**src/rtl/seq_stage_controller.sv**
```systemverilog
// -----------------------------------------------------------------------------
// seq_stage_controller
//
// Multi-cycle sequencer for the Y86-64 SEQ datapath. Walks one instruction at
// a time through FETCH, DECODE, EXECUTE, [MEMORY], [WRITEBACK], PCUPD and
// raises exactly one registered stage strobe per cycle. MEMORY is skipped for
// instructions that never touch data memory, and WRITEBACK is skipped for
// instructions that write no register. The register file uses writeback_en as
// its write strobe.
//
// Processor status (stat): 1=AOK, 2=HLT, 3=ADR, 4=INS. Any non-AOK status
// parks the sequencer in HALT until reset.
//
// Parameters:
//   MEM_TIMEOUT  cycles allowed in MEMORY without mem_ready before ADR.
//   CNT_W        width of cycle_count and instr_count.
//
// Ports:
//   clk           system clock, rising edge
//   reset         synchronous, active-high reset
//   start         leave IDLE and begin fetching (ignored outside IDLE)
//   step          (SEQ_SINGLE_STEP_EN only) run exactly one instruction
//   icode         instruction code from fetch, sampled at end of FETCH
//   instr_valid   fetch decoded a legal icode/ifun, sampled at end of FETCH
//   imem_error    fetch address out of range, sampled at end of FETCH
//   dmem_error    data-memory address error, sampled in MEMORY with mem_ready
//   mem_ready     data memory has completed its access
//   fetch_en .. pc_update_en   one-hot registered stage strobes
//   stat          processor status code
//   halted        high while in HALT
//   cycle_count   cycles spent in FETCH..PCUPD (wraps)
//   instr_count   completed PC updates (wraps)
//
// Optional feature (define SEQ_SINGLE_STEP_EN):
//   Adds the step input. PCUPD returns to IDLE instead of FETCH, and either
//   start or step launches exactly one instruction from IDLE.
// -----------------------------------------------------------------------------
module seq_stage_controller #(
    parameter int MEM_TIMEOUT = 8,
    parameter int CNT_W       = 32
) (
    input  logic             clk,
    input  logic             reset,
    input  logic             start,
`ifdef SEQ_SINGLE_STEP_EN
    input  logic             step,
`endif
    input  logic [3:0]       icode,
    input  logic             instr_valid,
    input  logic             imem_error,
    input  logic             dmem_error,
    input  logic             mem_ready,
    output logic             fetch_en,
    output logic             decode_en,
    output logic             execute_en,
    output logic             memory_en,
    output logic             writeback_en,
    output logic             pc_update_en,
    output logic [2:0]       stat,
    output logic             halted,
    output logic [CNT_W-1:0] cycle_count,
    output logic [CNT_W-1:0] instr_count
);

    localparam logic [2:0] IDLE      = 3'd0;
    localparam logic [2:0] FETCH     = 3'd1;
    localparam logic [2:0] DECODE    = 3'd2;
    localparam logic [2:0] EXECUTE   = 3'd3;
    localparam logic [2:0] MEMORY    = 3'd4;
    localparam logic [2:0] WRITEBACK = 3'd5;
    localparam logic [2:0] PCUPD     = 3'd6;
    localparam logic [2:0] HALT      = 3'd7;

    localparam logic [2:0] STAT_AOK = 3'd1;
    localparam logic [2:0] STAT_HLT = 3'd2;
    localparam logic [2:0] STAT_ADR = 3'd3;
    localparam logic [2:0] STAT_INS = 3'd4;

    localparam int             TO_W    = (MEM_TIMEOUT > 1) ? $clog2(MEM_TIMEOUT) : 1;
    localparam logic [TO_W-1:0] TO_LAST = TO_W'(MEM_TIMEOUT - 1);

    logic [2:0]      state;
    logic [2:0]      nextState;
    logic [2:0]      nextStat;
    logic [3:0]      icodeReg;
    logic [TO_W-1:0] memWait;
    logic            goFetch;
    logic            usesMem;
    logic            execToWb;
    logic            memToWb;

`ifdef SEQ_SINGLE_STEP_EN
    assign goFetch = start | step;
`else
    assign goFetch = start;
`endif

    // Stage routing is decided from the icode captured at the end of FETCH,
    // so the fetch unit is free to move on after that cycle.
    // mrmovq/rmmovq/call/ret/push/pop reach data memory.
    assign usesMem  = icodeReg inside {4'h4, 4'h5, 4'h8, 4'h9, 4'hA, 4'hB};
    // cmovXX/irmovq/OPq write a register without touching memory.
    assign execToWb = icodeReg inside {4'h2, 4'h3, 4'h6};
    // Everything memory-bound except rmmovq also writes a register.
    assign memToWb  = icodeReg inside {4'h5, 4'h8, 4'h9, 4'hA, 4'hB};

    always_comb begin
        // NOTE: every signal driven here gets a default first, so no path
        // through the case can leave it unassigned and infer a latch.
        nextState = state;
        nextStat  = stat;
        case (state)
            IDLE: begin
                if (goFetch) nextState = FETCH;
            end
            FETCH: begin
                if (imem_error) begin
                    nextState = HALT;
                    nextStat  = STAT_ADR;
                end else if (!instr_valid) begin
                    nextState = HALT;
                    nextStat  = STAT_INS;
                end else if (icode == 4'h0) begin
                    nextState = HALT;
                    nextStat  = STAT_HLT;
                end else begin
                    nextState = DECODE;
                end
            end
            DECODE: nextState = EXECUTE;
            EXECUTE: begin
                if (usesMem)       nextState = MEMORY;
                else if (execToWb) nextState = WRITEBACK;
                else               nextState = PCUPD;
            end
            MEMORY: begin
                if (mem_ready) begin
                    if (dmem_error) begin
                        nextState = HALT;
                        nextStat  = STAT_ADR;
                    end else begin
                        nextState = memToWb ? WRITEBACK : PCUPD;
                    end
                end else if (memWait == TO_LAST) begin
                    // Last allowed cycle without ready: treat as a bad address.
                    nextState = HALT;
                    nextStat  = STAT_ADR;
                end
            end
            WRITEBACK: nextState = PCUPD;
            PCUPD: begin
`ifdef SEQ_SINGLE_STEP_EN
                nextState = IDLE;
`else
                nextState = FETCH;
`endif
            end
            HALT:    nextState = HALT;
            default: nextState = IDLE;
        endcase
    end

    always_ff @(posedge clk) begin
        // NOTE: sequential state uses non-blocking assignments so every
        // register samples the pre-edge values regardless of statement order.
        if (reset) begin
            state        <= IDLE;
            stat         <= STAT_AOK;
            halted       <= 1'b0;
            fetch_en     <= 1'b0;
            decode_en    <= 1'b0;
            execute_en   <= 1'b0;
            memory_en    <= 1'b0;
            writeback_en <= 1'b0;
            pc_update_en <= 1'b0;
            icodeReg     <= 4'h0;
            memWait      <= '0;
            cycle_count  <= '0;
            instr_count  <= '0;
        end else begin
            state  <= nextState;
            stat   <= nextStat;
            // Strobes are registered decodes of the next state, so each one
            // is high for exactly the cycle its state is occupied.
            halted       <= (nextState == HALT);
            fetch_en     <= (nextState == FETCH);
            decode_en    <= (nextState == DECODE);
            execute_en   <= (nextState == EXECUTE);
            memory_en    <= (nextState == MEMORY);
            writeback_en <= (nextState == WRITEBACK);
            pc_update_en <= (nextState == PCUPD);

            if (state == FETCH) icodeReg <= icode;

            // Held at zero outside MEMORY, so it is already clear on entry.
            if (state == MEMORY && !mem_ready) memWait <= memWait + TO_W'(1);
            else                               memWait <= '0;

            if (state != IDLE && state != HALT) cycle_count <= cycle_count + CNT_W'(1);
            if (state == PCUPD)                 instr_count <= instr_count + CNT_W'(1);
        end
    end

endmodule

```
**config.mk**
```make
export PLATFORM = sky130hd
export DESIGN_NAME = seq_stage_controller
export DESIGN_NICKNAME = d
export VERILOG_FILES = /design/src/rtl/seq_stage_controller.sv
export SDC_FILE = /design/constraint.sdc
export NUM_CORES = 1
export LEC_CHECK = 0
export ABC_CLOCK_PERIOD_IN_PS = 3200
export CAP_MARGIN = 20
export CORE_ASPECT_RATIO = 0.9
export CORE_MARGIN = 4
export CORE_UTILIZATION = 50
export CTS_BUF_LIST = sky130_fd_sc_hd__clkbuf_16
export DETAILED_ROUTE_END_ITERATION = 12
export GPL_TIMING_DRIVEN = 0
export PLACE_DENSITY = 0.8
export SETUP_SLACK_MARGIN = 0.2
export SLEW_MARGIN = 30
export SYNTH_ARGS = -nofsm -noshare
export SYNTH_HDL_FRONTEND = slang
export SYNTH_SLANG_ARGS = --single-unit
```
**constraint.sdc**
```tcl
create_clock -name clk -period 3.2 [get_ports clk]
set_input_delay 0.96 -clock clk [delete_from_list [all_inputs] [get_ports clk]]
set_output_delay 0.96 -clock clk [all_outputs]
set_load 0.03 [all_outputs]
```
### Word-level counts from Yosys, hierarchy flattened

Cells that the tools add are included.

* add/subtract/negate cells: 3
* equal/unequal tests: 28
* muxes and demuxes: 18
* bitwise gates (word level): 1
* reductions and logical operators: 12

Operators with widths (count)
* adder 32 x 1 -> 32 bit, second input constant: 2
* two-way mux 3 bit: 12
* == test 3 bit, second input constant: 9
* one-hot mux 3 bit (8 select lines): 1
* == test 4 bit, second input constant: 4
* == test 3 x 2 -> 1 bit, second input constant: 4
* == test 4 x 3 -> 1 bit, second input constant: 3
* inequality test 3 bit, second input constant: 3
* == test 4 x 2 -> 1 bit, second input constant: 2
* two-way mux 2 bit: 4
* == test 3 x 1 -> 1 bit, second input constant: 2
* one-hot mux 3 bit (2 select lines): 1
* nonzero test 3 bit: 2
* nonzero test 6 bit: 1
* nonzero test 5 bit: 1
* zero test 4 bit: 1
* inequality test 4 bit, second input constant: 1
* AND reduction 4 bit: 1
* adder 3 x 1 -> 3 bit, second input constant: 1
* zero test 3 bit: 1
* logical AND 1 bit: 2
* nonzero test 2 bit: 1
* OR reduction 2 bit: 1
* zero test 1 bit: 1
* NOT 1 bit: 1

* bits in registers: 84
* input bits: 11
* output and inout port bits: 74
* word-level logic and storage cells: 75

### Logic depth before layout (Yosys ltp)

* word-level depth: 7
* gate-level depth with buffers: 8
* depth with buffers taken out: 7

### Worst setup path after synthesis

No wires, ideal clock.

* path kind: register to register
* start point: reg instr_count[11]
* end point: reg instr_count[29]
* library setup time: 0.071 ns
* arrival: 2.420 ns
* required time: 3.129 ns
* slack: 0.710 ns
* stages on the path, launching flop included: 7
* buffers on the path: 1
* period minus slack after synthesis: 2.490 ns
* cells stage by stage: dfxtp_1 -> nand4_2 -> or4_1 -> buf_2 -> or4_4 -> or3_1 -> a21oi_1

* cells in the longest elaborated chain, start to end: 1

RTL lines
* start, declared: line 62 `output logic [CNT_W-1:0] instr_count`
* start signal, assigned: line 200 `if (state == PCUPD) instr_count <= instr_count + CNT_W'(1);`
* adder 32 x 1 -> 32 bit: line 200

Every way passes these cells.
A chain may end at the register's enable or synchronous reset.

### Final worst setup path

* start point: in icode[0]
* end point: reg stat[2]

* cells in the longest elaborated chain, start to end: 3

RTL lines
* start, declared: line 48 `input logic [3:0] icode,`
* zero test 4 bit: line 123 `end else if (icode == 4'h0) begin`
* inequality test 4 bit (no source line)
* AND reduction 4 bit (no source line)
* end signal, assigned: line 182 `stat <= nextStat;`
* end, declared: line 59 `output logic [2:0] stat,`

Every way passes these cells.

==> metrics <==
via density per instance 5.60; antenna violations before repair 0; sequential fraction of the synthesis area 0.448; cell row count 29; number of global-route vias before repair 3541; Post-DRT Antenna Nets 0; gr ovfl total 0; clk sink count 84; CP required 3.40 ns; final slew viol count 0; reg2reg setup slack 0.68 ns; # Post-CTS Setup Buffers 0; HPWL after detailed placement 6.92 mm; r2r endpoint instr_count[27]$_SDFFE_PP0P_; Worst R2R Path Depth 7; Hold WC Path Type reg2reg; PostCTS Resize Cnt 0; top cells by area, synth dfxtp_1 45%, nor2_1 7.2%, xor2_1 6.3%; Core Area 7180 um2; hold path startpoint memWait[0]$_SDFF_PP0_; fraction of layout cells with a size suffix above 1 0.0444; Final Hold Viols 0; clock skew 0.00564 ns; RSZ-0062 raised after global routing false; CTS H-tree depth 3; Initial Util 0.523; multiplexer share of the synthesized area 0.0197; P_leak 0.00172 uW; CP Capture Type flip-flop; Mean Syn Cell Area 8.44 um2; DR iter-0 viols 192; # diodes 0; status complete, no violations; worst-skew pair later-pin latency 0.33 ns; cts hold-fix bufs 0; post-synthesis simple-gate area fraction 0.310; synthesized flop and latch total 84; Total Wirelength 9.41 mm; Die ar. 8960 um2; Net Sw Power 601 uW; number of port buffers 83; Slew @ Worst Pin 0.966 ns; top_reg_cell synth dfxtp_1; top-area cell type share of the netlist area 0.448; Initial DRT Pass Iterations 5; commonest non-fill, non-tap cell in the layout dfxtp_1; final setup TNS 0 ns; FFs w/ async S/R, synth 0; largest family of logic cells by synthesized area simple AND/OR/NAND/NOR gates; area leader, netlist dfxtp_1; Synth Area in Compound Gates 0.0670; Combinational Power Share 0.129; CP Launch Type input port; CTS tree built; Final Setup Violations 0; Crit Path Category in2reg; Layout area overhead 33.2%; GPL Wtd Cong 0.852; Yosys cell types 41; CTS Root Buffer Type clkbuf_16; Peak VDD IR 0.366 mV; Core Util, Final 0.696; Top Ports 85; most frequent cells in the layout 84 x dfxtp_1, 83 x clkdlybuf4s50_1, 72 x nor2_1, 27 x xor2_1, 26 x nand2_1; worst r2r src state[2]$_SDFF_PP0_; clock transition at the registers of the reported paths 0.06 ns; WL/cell 14.8 um; clock power share 0.420; final worst path period need 2.60 ns; Post-Synth Adder-Cell Area 0.0133; Ys Warns 0; residual DRC count 0; hold depth 1; first-pass GRT wire length 16.3 mm; Fmax achieved 384 MHz; Slew headroom 0.355; # Max-Cap Violations 0; clock buffer count from CTS 9; WP data arrival 2.80 ns; Flop pwr share 0.451; Sw Ratio 0.242; internal power 1880 uW; GRT Util Overall 0.220; vias 3548; nets@finish 554; die height 90.2 um; number of flops mapped to enable cells by yosys 0; Post-Synth XOR/XNOR Area 0.110; WHS Endpoint memWait[0]$_SDFF_PP0_; Synth Net Count 460; critical path peak fanout 5; pin count of the biggest net entering global routing 13; Post-Syn Area 3760 um2; clk buf depth 2; post-synthesis cell count 445; Tcrit/Tclk final 0.814; Die Wd 99.4 um; PwrDens 496 nW/um2
synthesized netlist by cell type, drive strengths merged, types with 3 or more instances:
| cell type | number |
|---|---|
| a21oi | 20 |
| and2 | 3 |
| and3 | 8 |
| and4 | 6 |
| clkbuf | 17 |
| dfxtp | 84 |
| ha | 4 |
| inv | 13 |
| mux2 | 3 |
| mux2i | 4 |
| nand2 | 26 |
| nand2b | 5 |
| nand3 | 23 |
| nand3b | 4 |
| nand4 | 25 |
| nor2 | 72 |
| nor2b | 5 |
| nor3 | 20 |
| nor3b | 3 |
| nor4 | 10 |
| o21ai | 12 |
| or2 | 3 |
| or3 | 9 |
| xnor2 | 20 |
| xor2 | 27 |
layer usage:
| layer | GRT usage | routed length, um |
|---|---|---|
| met3 | 0.0782 | 575 |
| met1 | 0.278 | 4230 |
| met2 | 0.347 | 4430 |
| met5 | 0 | 0 |
| met4 | 0.0751 | 167 |
kinds of logic (layout without fill, tap and decap cells):
group / after synthesis / after routing
simple gates: 227 / 227
mux: 7 / 7
xor+xnor: 47 / 47
buf+inv: 32 / 128
flops: 84 / 84
compound gates: 44 / 44
fa+ha+maj: 4 / 4
worst max path at each step:
stage | cells after the start | from | slack, ns | end
after floorplan | 6 | instr_count[11]$_SDFFE_PP0P_ | 0.71 | instr_count[29]$_SDFFE_PP0P_
after global placement | 6 | icode[0] | 0.35 | stat[2]$_SDFFE_PP0P_
after detailed placement | 6 | icode[0] | 0.32 | stat[2]$_SDFFE_PP0P_
after CTS | 6 | icode[0] | 0.60 | stat[2]$_SDFFE_PP0P_
after global routing | 6 | icode[0] | 0.43 | stat[2]$_SDFFE_PP0P_
final | 6 | icode[0] | 0.60 | stat[2]$_SDFFE_PP0P_
worst max-delay path: stages:
cell and delay, ns:
clkdlybuf4s50_1 0.43, nor4_1 0.60, o31ai_1 0.12, a22oi_1 0.40, mux2i_1 0.24, nor2_1 0.05
power by group through the flow:
stage | clock [uW] | sequential, uW | combinational [uW]
6_report | 1040 | 1120 | 320
3_3_place_gp | 0 | 1140 | 312
2_1_floorplan | 0 | 1180 | 161
3_5_place_dp | 0 | 1140 | 318
4_1_cts | 1060 | 1120 | 321
5_1_grt | 1120 | 1120 | 356
per-stage QoR:
step | power [uW] | hold WS (ns) | cell area, um2 | worst slack [ns] | cells
after floorplan | 1340 | 0.404 | 3760 | 0.710 | 445
after global placement | 1450 | 0.417 | 4700 | 0.348 | 621
after detailed placement | 1460 | 0.423 | 4700 | 0.318 | 621
after CTS | 2500 | 0.431 | 5000 | 0.598 | 634
after global routing | 2600 | 0.453 | 5000 | 0.432 | 634
final | 2480 | 0.429 | 5000 | 0.596 | 634
cell type report:
class / instances / area [um2]
multi-input cells: 329 / 1960
clock inverters: 4 / 68.8
flip-flops and latches: 84 / 1680
plain buffers: 19 / 73.8
fillers: 575 / 2180
clock buffers: 9 / 225
well taps: 93 / 116
repair buffers: 83 / 831
inverters: 13 / 48.8
registers in the layout (all words and copies together) (netlist names), 3 cells and up:
name	flops
state	3
memWait	3
instr_count	32
stat	3
cycle_count	32
icodeReg	4
No activity file was read; power rests on OpenSTA's default activity.
